<file path="src/rtl/gcd_sched.sv">
// gcd_sched: round-robin front end sharing one binary-GCD engine among NREQ requesters.
// Build option GCD_SCHED_TIMEOUT_EN adds a RUN-state watchdog that reports through rsp_err.
module gcd_sched #(
    parameter int NREQ           = 4,
    parameter int W              = 32,
    parameter int TIMEOUT_CYCLES = 4096
) (
    input  logic                    clk,
    input  logic                    reset,
    input  logic [NREQ-1:0]         req_valid,
    input  logic [NREQ*W-1:0]       req_a,
    input  logic [NREQ*W-1:0]       req_b,
    output logic [NREQ-1:0]         req_ready,
    output logic                    eng_reset,
    output logic [W-1:0]            eng_a,
    output logic [W-1:0]            eng_b,
    input  logic                    eng_done,
    input  logic [W-1:0]            eng_gcd,
    output logic                    rsp_valid,
    input  logic                    rsp_ready,
    output logic [W-1:0]            rsp_gcd,
    output logic [$clog2(NREQ)-1:0] rsp_id,
    output logic                    rsp_err
);

    localparam int ID_W = $clog2(NREQ);

    typedef enum logic [1:0] {IDLE, CLR, RUN, RESP} state_t;

    state_t          state;
    logic [ID_W-1:0] rr_ptr;
    logic            clr_cnt;

    logic            grant_found;
    logic [ID_W-1:0] grant_idx;
    logic [ID_W-1:0] next_ptr;
    logic [NREQ-1:0] grant_oh;
    logic [W-1:0]    grant_a;
    logic [W-1:0]    grant_b;
    logic            timeout_hit;

    // Two passes give "first valid at or after rr_ptr, wrapping" without modulo arithmetic.
    always_comb begin
        grant_found = 1'b0;
        grant_idx   = '0;
        for (int j = 0; j < NREQ; j++) begin
            if (!grant_found && req_valid[j] && (ID_W'(j) >= rr_ptr)) begin
                grant_found = 1'b1;
                grant_idx   = ID_W'(j);
            end
        end
        for (int j = 0; j < NREQ; j++) begin
            if (!grant_found && req_valid[j]) begin
                grant_found = 1'b1;
                grant_idx   = ID_W'(j);
            end
        end
        grant_oh = '0;
        grant_a  = '0;
        grant_b  = '0;
        for (int j = 0; j < NREQ; j++) begin
            if (ID_W'(j) == grant_idx) begin
                grant_oh[j] = grant_found;
                grant_a     = req_a[j*W +: W];
                grant_b     = req_b[j*W +: W];
            end
        end
    end

    assign next_ptr  = (grant_idx == ID_W'(NREQ - 1)) ? '0 : grant_idx + ID_W'(1);
    assign req_ready = (state == IDLE && reset) ? grant_oh : '0;

`ifdef GCD_SCHED_TIMEOUT_EN
    localparam int TMO_W = $clog2(TIMEOUT_CYCLES + 1);

    logic [TMO_W-1:0] tmo_cnt;

    assign timeout_hit = (tmo_cnt == TMO_W'(TIMEOUT_CYCLES));

    // Counter is zeroed while in CLR, so it always starts from 0 on the first RUN cycle.
    always_ff @(posedge clk) begin
        if (!reset) begin
            tmo_cnt <= '0;
            rsp_err <= 1'b0;
        end else begin
            if (state == CLR) begin
                tmo_cnt <= '0;
            end else if (state == RUN && !timeout_hit) begin
                tmo_cnt <= tmo_cnt + TMO_W'(1);
            end
            if (state == IDLE && grant_found) begin
                rsp_err <= 1'b0;
            end else if (state == RUN && !eng_done && timeout_hit) begin
                rsp_err <= 1'b1;
            end
        end
    end
`else
    logic unused_timeout_cfg;

    assign timeout_hit        = 1'b0;
    assign unused_timeout_cfg = ^TIMEOUT_CYCLES;
    assign rsp_err            = 1'b0;
`endif

    always_ff @(posedge clk) begin
        if (!reset) begin
            state     <= IDLE;
            rr_ptr    <= '0;
            clr_cnt   <= 1'b0;
            eng_reset <= 1'b1;
            eng_a     <= '0;
            eng_b     <= '0;
            rsp_valid <= 1'b0;
            rsp_gcd   <= '0;
            rsp_id    <= '0;
        end else begin
            case (state)
                IDLE: begin
                    if (grant_found) begin
                        rr_ptr <= next_ptr;
                        rsp_id <= grant_idx;
                        eng_a  <= grant_a;
                        eng_b  <= grant_b;
                        // The engine never finishes on a zero operand, so answer it here.
                        if (grant_a == '0 || grant_b == '0) begin
                            rsp_gcd   <= (grant_a == '0) ? grant_b : grant_a;
                            rsp_valid <= 1'b1;
                            state     <= RESP;
                        end else begin
                            clr_cnt <= 1'b0;
                            state   <= CLR;
                        end
                    end
                end
                CLR: begin
                    if (clr_cnt) begin
                        eng_reset <= 1'b0;
                        state     <= RUN;
                    end else begin
                        clr_cnt <= 1'b1;
                    end
                end
                RUN: begin
                    if (eng_done) begin
                        rsp_gcd   <= eng_gcd;
                        rsp_valid <= 1'b1;
                        eng_reset <= 1'b1;
                        state     <= RESP;
                    end else if (timeout_hit) begin
                        rsp_gcd   <= '0;
                        rsp_valid <= 1'b1;
                        eng_reset <= 1'b1;
                        state     <= RESP;
                    end
                end
                RESP: begin
                    if (rsp_ready) begin
                        rsp_valid <= 1'b0;
                        state     <= IDLE;
                    end
                end
                default: state <= IDLE;
            endcase
        end
    end

endmodule

</file>
<file path="config.mk">
export PLATFORM = sky130hd
export DESIGN_NAME = gcd_sched
export DESIGN_NICKNAME = d
export VERILOG_FILES = /design/src/rtl/gcd_sched.sv
export SDC_FILE = /design/constraint.sdc
export NUM_CORES = 1
export LEC_CHECK = 0
export ABC_AREA = 1
export BUFFER_PORTS_ARGS = -buffer_cell sky130_fd_sc_hd__buf_4
export CAP_MARGIN = 25
export CORE_AREA = 2 2 155 157
export CTS_BUF_LIST = sky130_fd_sc_hd__clkbuf_4
export DETAILED_ROUTE_END_ITERATION = 6
export DIE_AREA = 0 0 157 159
export GPL_TIMING_DRIVEN = 0
export SKIP_LAST_GASP = 1
export SLEW_MARGIN = 15
export SYNTH_ARGS = -nofsm -noshare
export SYNTH_HDL_FRONTEND = slang
export SYNTH_SLANG_ARGS = --single-unit
</file>
<file path="constraint.sdc">
create_clock -name clk -period 8.8 [get_ports clk]
set_clock_uncertainty 0.05 [all_clocks]
set_input_delay 0.88 -clock clk [delete_from_list [all_inputs] [get_ports clk]]
set_output_delay 0.88 -clock clk [all_outputs]
set_load 0.01 [all_outputs]
</file>
Word level (Yosys, flattened, before mapping)
Index checks and enable logic that the tools add are counted.

word-level totals
  flip-flop bits (word level) = 105
  bits of input ports = 296

cells by class
  eq/ne operators = 13
  mux-type cells = 50
  reductions and logical operators = 34
  add/subtract/negate cells = 1
  $lt $le $gt $ge = 4

operators with widths
  kind                   count
  $mux W32               12
  $logic_not A32 Y1      2
  $pmux W32 S2           1
  $mux W2                12
  $mux W1                20
  $logic_and A1 B1 Y1    12
  $ne A2 B2 Y1 const B   5
  $pmux W2 S4            1
  $reduce_and A4 Y1      2
  $logic_not A1 Y1       7
  $eq A2 B2 Y1 const B   3
  $reduce_and A3 Y1      2
  $reduce_bool A2 Y1     3
  $reduce_and A5 Y1      1
  $eq A2 B2 Y1 const A   2
  $ge A1 B2 Y1 const A   2
  $ge A2 B2 Y1 const A   2
  $logic_not A2 Y1       2
  $mux W4                1
  $pmux W1 S2            2
  $pmux W1 S3            1
  $reduce_bool A3 Y1     1
  $add A2 B1 Y2 const B  1
  $eq A1 B2 Y1 const A   1
  4 further kinds        4

Depth between registers and ports, before layout
  depth after elaboration = 37
  depth in mapped cells = 27

Worst setup path after synthesis
OpenSTA, ideal clock, no wires.

  kind = input to register
  from = input port req_valid[1]
  to = register rsp_gcd[10]
  buffers on the path = 4
  data arrival time = 3534 ps
  stages = 23
  setup slack = 5103 ps
  cell sequence = inv_1 > o21ai_0 > nor2_1 > nand2_1 > o21ai_0 > inv_1 > ha_1 > buf_2 > buf_6 > buf_2 > a21oi_1 > nand2_1 > o21ai_1 > nand2_1 > nor2_1 > nand2_1 > nor2_1 > nand2_1 > nand3_4 > buf_2 > nand3_1 > nor2_1 > nor2_1

between the ends
  word-level cells in the longest chain between the ends = 33
  elaborated cells between the ends (all ways) = 52

RTL lines
  item                              RTL line  text
  from (decl)                       10        input logic [NREQ-1:0] req_valid,
  $logic_and A1 B1 Y1 (2 in a row)  47        if (!grant_found && req_valid[j] && (ID_W'(j) >= rr_ptr)) begin
  $mux W1                           47
  $logic_not A1 Y1                  47
  $logic_and A1 B1 Y1 (2 in a row)  47
  $mux W1                           47
  $logic_not A1 Y1                  47
  $logic_and A1 B1 Y1 (2 in a row)  47
  $mux W1                           47
  [... 12 more ...]                 -
  net grant_idx[0]                  35        logic [ID_W-1:0] grant_idx;
  $logic_not A2 Y1                  62        if (ID_W'(j) == grant_idx) begin
  $mux W32 (4 in a row)             62
  $logic_not A32 Y1                 126, 127
  $mux W32                          127       rsp_gcd <= (grant_a == '0) ? grant_b : grant_a;
  $mux W32                          126       if (grant_a == '0 || grant_b == '0) begin
  $mux W32                          120       if (grant_found) begin
  $pmux W32 S2                      118       case (state)
  to (signal assigned)              127
  to (signal assigned)              146       rsp_gcd <= eng_gcd;
  to (decl)                         21        output logic [W-1:0] rsp_gcd,

The timed path passes the listed nets; every way through them passes the cells marked *. The select of a mux whose other input is x is not followed.
A chain may end at the register's enable or synchronous reset.

Worst setup path in the final report
  from = register rr_ptr[1]
  to = register rsp_gcd[13]

between the ends
  word-level cells in the longest chain between the ends = 37
  elaborated cells between the ends (all ways) = 59

RTL lines
  item                              RTL line  text
  from (decl)                       31        logic [ID_W-1:0] rr_ptr;
  from (signal assigned)            121       rr_ptr <= next_ptr;
  $ge A1 B2 Y1                      47
  $logic_and A1 B1 Y1               47
  $mux W1                           47
  $logic_not A1 Y1                  47
  $logic_and A1 B1 Y1 (2 in a row)  47
  $mux W1                           47
  $logic_not A1 Y1                  47
  $logic_and A1 B1 Y1 (2 in a row)  47
  [... 17 more ...]                 -
  net grant_idx[0]                  35
  $logic_not A2 Y1                  62
  $mux W32 (4 in a row)             62
  $logic_not A32 Y1                 126, 127
  $mux W32                          127
  $mux W32                          126
  $mux W32                          120
  $pmux W32 S2                      118

Marked as above.

==> impl_metrics.sql <==
INSERT INTO impl_metrics (metric_group, metric, value, unit) VALUES
('drt', 'drtPass1Iterations', '5', ''),
('floorplan', 'chipWidth', '157', 'µm'),
('logic_synthesis', 'yosysWarnings', '0', ''),
('layout', 'layout-drive-gt1-share', '27.4', '%'),
('worst_setup_path', 'critical-path-top-delay-family', 'simple AND/OR/NAND/NOR gates', ''),
('drt', 'detail-route-antenna-nets', '0', ''),
('power', 'max-vdd-ir-drop', '0.124', 'mV'),
('placement', 'dp_hpwl', '33400', 'µm'),
('worst_hold_path', 'worst_hold_path.num_cells', '2', ''),
('floorplan', 'ios', '401', ''),
('logic_synthesis', 'mappedNetlistNets', '1659', ''),
('drt', 'met3_length', '3270', 'µm'),
('worst_hold_path', 'worst_hold_path_type', 'reg -> reg', ''),
('global_routing', 'antenna_found_initial', '2', ''),
('logic_synthesis', 'post_synth_and_or_nand_nor_area_fraction', '42.2', '%'),
('clocking', 'count_of_buffers_added_by_post_cts_timing_repair_for_setup', '0', ''),
('timing', 'whs', '0.456', 'ns'),
('timing', 'setup_viol_count_final', '0', ''),
('timing', 'post-route-period-util', '53.0', '%'),
('drt', 'wl_met2', '18900', 'µm'),
('layout', 'design_area', '11200', 'µm²'),
('worst_setup_path', 'worstSetupEndpointType', 'flip-flop', ''),
('worst_setup_path', 'critical_path_buf_inv_count', '6', ''),
('worst_setup_path', 'r2r.worst_path.cells', '24', ''),
('drt', 'drt-initial-drc-count', '718', ''),
('logic_synthesis', 'synth_seq_cells', '105', ''),
('logic_synthesis', 'synth.yosys.seq_area_share', '27.3', '%'),
('floorplan', 'floorplan.core_area', '23200', 'µm²'),
('logic_synthesis', 'synth.lib_cells_used.distinct', '31', ''),
('worst_setup_path', 'timing.critical_path.required', '9.14', 'ns'),
('worst_setup_path', 'crit_fanout', '10', ''),
('timing', 'finalHoldViolations', '0', ''),
('floorplan', 'floorplan.initialDensity', '33.2', '%'),
('logic_synthesis', 'syn-cell-area', '7700', 'µm²'),
('clocking', 'numCtsBuffers', '9', ''),
('timing', 'grt_setup_unrepaired', 'no', ''),
('worst_setup_path', 'crit_arrival', '5.00', 'ns'),
('layout', 'layout_commonest_cell', 'sky130_fd_sc_hd__nand2_1', ''),
('clocking', 'clkSlewWorstSetupHoldPaths', '0.16', 'ns'),
('logic_synthesis', 'synth_area_per_cell', '5.68', 'µm²'),
('logic_synthesis', 'synth-xor-area-share', '0', '%'),
('logic_synthesis', 'postSynthCellCount', '1355', ''),
('timing', 'fin_crit', '4.66', 'ns'),
('clocking', 'post_cts_sizing', '0', ''),
('clocking', 'cts_tree', 'done', ''),
('placement', 'finalWeightedCongestion', '0.937', ''),
('logic_synthesis', 'post_synth_mux_area_share', '0', '%'),
('timing', 'slew_headroom', '43.4', '%'),
('run_status', 'run_status', 'complete, no violations', ''),
('placement', 'dp_area', '11100', 'µm²'),
('placement', 'dpl_worst_slack', '3.77', 'ns'),
('drt', 'routed-via-count', '10293', ''),
('logic_synthesis', 'synth_top_family_by_area', 'simple AND/OR/NAND/NOR gates', ''),
('global_routing', 'grt_first_pass_wirelength', '58000', 'µm'),
('layout', 'fin_util', '48.3', '%'),
('worst_setup_path', 'path_cells', 'inv_1 -> o21ai_0 -> nand2_1 -> nor2_1 -> nand2_1 -> o21ai_0 -> inv_1 -> ha_1 -> buf_2 -> buf_6 -> buf_2 -> a21oi_1 -> o21ai_1 -> nand2_1 -> nand2_1 -> nor2_1 -> nand2_1 -> nor2_1 -> nand2_1 -> nand3_4 -> nand2_4 -> buf_6 -> nor2_1 -> nor2_1', ''),
('power', 'report.power.total', '4.02', 'mW'),
('drt', 'drt_drc_violations_left', '0', ''),
('timing', 'fin_setup_tns', '0', 'ns'),
('worst_setup_path', 'critPathKind', 'reg -> reg', ''),
('placement', 'post-place-cells', '2072', ''),
('worst_setup_path', 'reg2reg_setup_slack', '4.14', 'ns'),
('clocking', 'clock_tree.buffer_depth', '2', ''),
('logic_synthesis', 'synth_adder_area_share', '1.30', '%'),
('layout', 'top_library_cells_by_usage_in_the_layout_fill_and_taps_aside', 'sky130_fd_sc_hd__nand2_1 (461), sky130_fd_sc_hd__buf_4 (406), sky130_fd_sc_hd__a21oi_1 (141)', ''),
('timing', 'slew_viol_final', '0', ''),
('drt', 'vias_per_cell', '4.93', ''),
('flow_run', 'maxCapViolCount', '0', ''),
('clocking', 'tritoncts_num_sinks', '105', ''),
('power', 'cellPowerDensity', '359', 'nW/µm²'),
('drt', 'routed_wire_length_per_instance', '19.1', 'µm');
where the power goes:
| group | total [mW] | switching [mW] | internal [mW] |
|---|---|---|---|
| clock network | 0.228 | 0.167 | 0.0613 |
| logic | 2.91 | 1.88 | 1.03 |
| registers | 0.883 | 0.160 | 0.723 |
| total | 4.02 | 2.20 | 1.82 |
worst reg2reg max path: cells and delay by family (launching register included):
kind                       cells  cell delay, ns
and+or+nand+nor               13            1.53
AOI/OAI and AO/OA              4            1.32
buffers and inverters          6            0.98
DFF                            1            0.40
adders and majority gates      1            0.25
area by class of cell:
| class | instances | area share [%] |
|---|---|---|
| Clock buffer | 11 | 0.738 |
| Clock inverter | 4 | 0.190 |
| Timing Repair Buffer | 398 | 26.7 |
| Buffer | 97 | 4.43 |
| Multi-Input combinational cell | 1037 | 41.7 |
| Tap cell | 319 | 3.56 |
| Antenna cell | 2 | 0.0447 |
| Inverter | 116 | 3.89 |
| Sequential cell | 105 | 18.8 |
flip-flops by register name, indices dropped and copies added (netlist names):
name and cells:
rsp_gcd 32, eng_b 32, eng_reset 1, rsp_id 2, clr_cnt 1, rsp_valid 1, rr_ptr 2, state 2
eng_a 32
synthesized netlist by cell type:
master | number | area share (%)
sky130_fd_sc_hd__nor2_1 | 133 | 6.5
sky130_fd_sc_hd__or2_0 | 23 | 1.9
sky130_fd_sc_hd__nand3_4 | 1 | 0.23
sky130_fd_sc_hd__nand2_1 | 461 | 22
sky130_fd_sc_hd__o21ai_1 | 33 | 2.1
sky130_fd_sc_hd__clkbuf_1 | 33 | 1.6
sky130_fd_sc_hd__or2_2 | 6 | 0.49
sky130_fd_sc_hd__nor2_2 | 1 | 0.081
sky130_fd_sc_hd__buf_4 | 8 | 0.78
sky130_fd_sc_hd__nor3_1 | 1 | 0.065
sky130_fd_sc_hd__nand4_1 | 1 | 0.081
sky130_fd_sc_hd__buf_1 | 5 | 0.24
sky130_fd_sc_hd__dfxtp_1 | 105 | 27
sky130_fd_sc_hd__o21ai_0 | 61 | 4.0
sky130_fd_sc_hd__conb_1 | 1 | 0.049
sky130_fd_sc_hd__a211oi_1 | 17 | 1.7
sky130_fd_sc_hd__a31oi_1 | 1 | 0.081
sky130_fd_sc_hd__nand3b_1 | 10 | 0.97
sky130_fd_sc_hd__clkinv_1 | 1 | 0.049
sky130_fd_sc_hd__nand3_1 | 113 | 7.3
sky130_fd_sc_hd__nand2_2 | 1 | 0.081
sky130_fd_sc_hd__or2_1 | 21 | 1.7
sky130_fd_sc_hd__buf_2 | 45 | 2.9
sky130_fd_sc_hd__inv_2 | 3 | 0.15
sky130_fd_sc_hd__nand2_4 | 1 | 0.15
sky130_fd_sc_hd__o211ai_1 | 1 | 0.098
sky130_fd_sc_hd__buf_6 | 6 | 0.88
sky130_fd_sc_hd__inv_1 | 112 | 5.5
sky130_fd_sc_hd__a21oi_1 | 141 | 9.2
sky130_fd_sc_hd__ha_1 | 8 | 1.3
sky130_fd_sc_hd__nor2_4 | 1 | 0.15
kinds of logic (layout without fill, tap and decap cells):
| family | count (synthesis) | in the layout |
|---|---|---|
| simple gates | 774 | 774 |
| flops | 105 | 105 |
| other cells | 1 | 3 |
| buf+inv | 213 | 626 |
| compound gates | 254 | 254 |
| fa+ha+maj | 8 | 8 |
per-layer routing:
metal	GRT usage, %	vias to the layer above
met2	52.2	439
met1	38.0	4683
met5	0	-
met4	11.9	0
met3	8.03	72
li1	-	5099
worst max path at each step:
stage                                     to  slack [ns]              startpoint  cells past startpoint
floorplan           rsp_gcd[10]$_SDFFE_PN0P_        5.10            req_valid[1]                     23
global placement    rsp_gcd[13]$_SDFFE_PN0P_        3.82            req_valid[1]                     24
detailed placement  rsp_gcd[13]$_SDFFE_PN0P_        3.77            req_valid[1]                     24
CTS                 rsp_gcd[13]$_SDFFE_PN0P_        4.19  rr_ptr[1]$_SDFFE_PN0P_                     24
global route         rsp_gcd[3]$_SDFFE_PN0P_        3.73  rr_ptr[1]$_SDFFE_PN0P_                     24
finish              rsp_gcd[13]$_SDFFE_PN0P_        4.14  rr_ptr[1]$_SDFFE_PN0P_                     24
(Power assumes the default switching activity.)
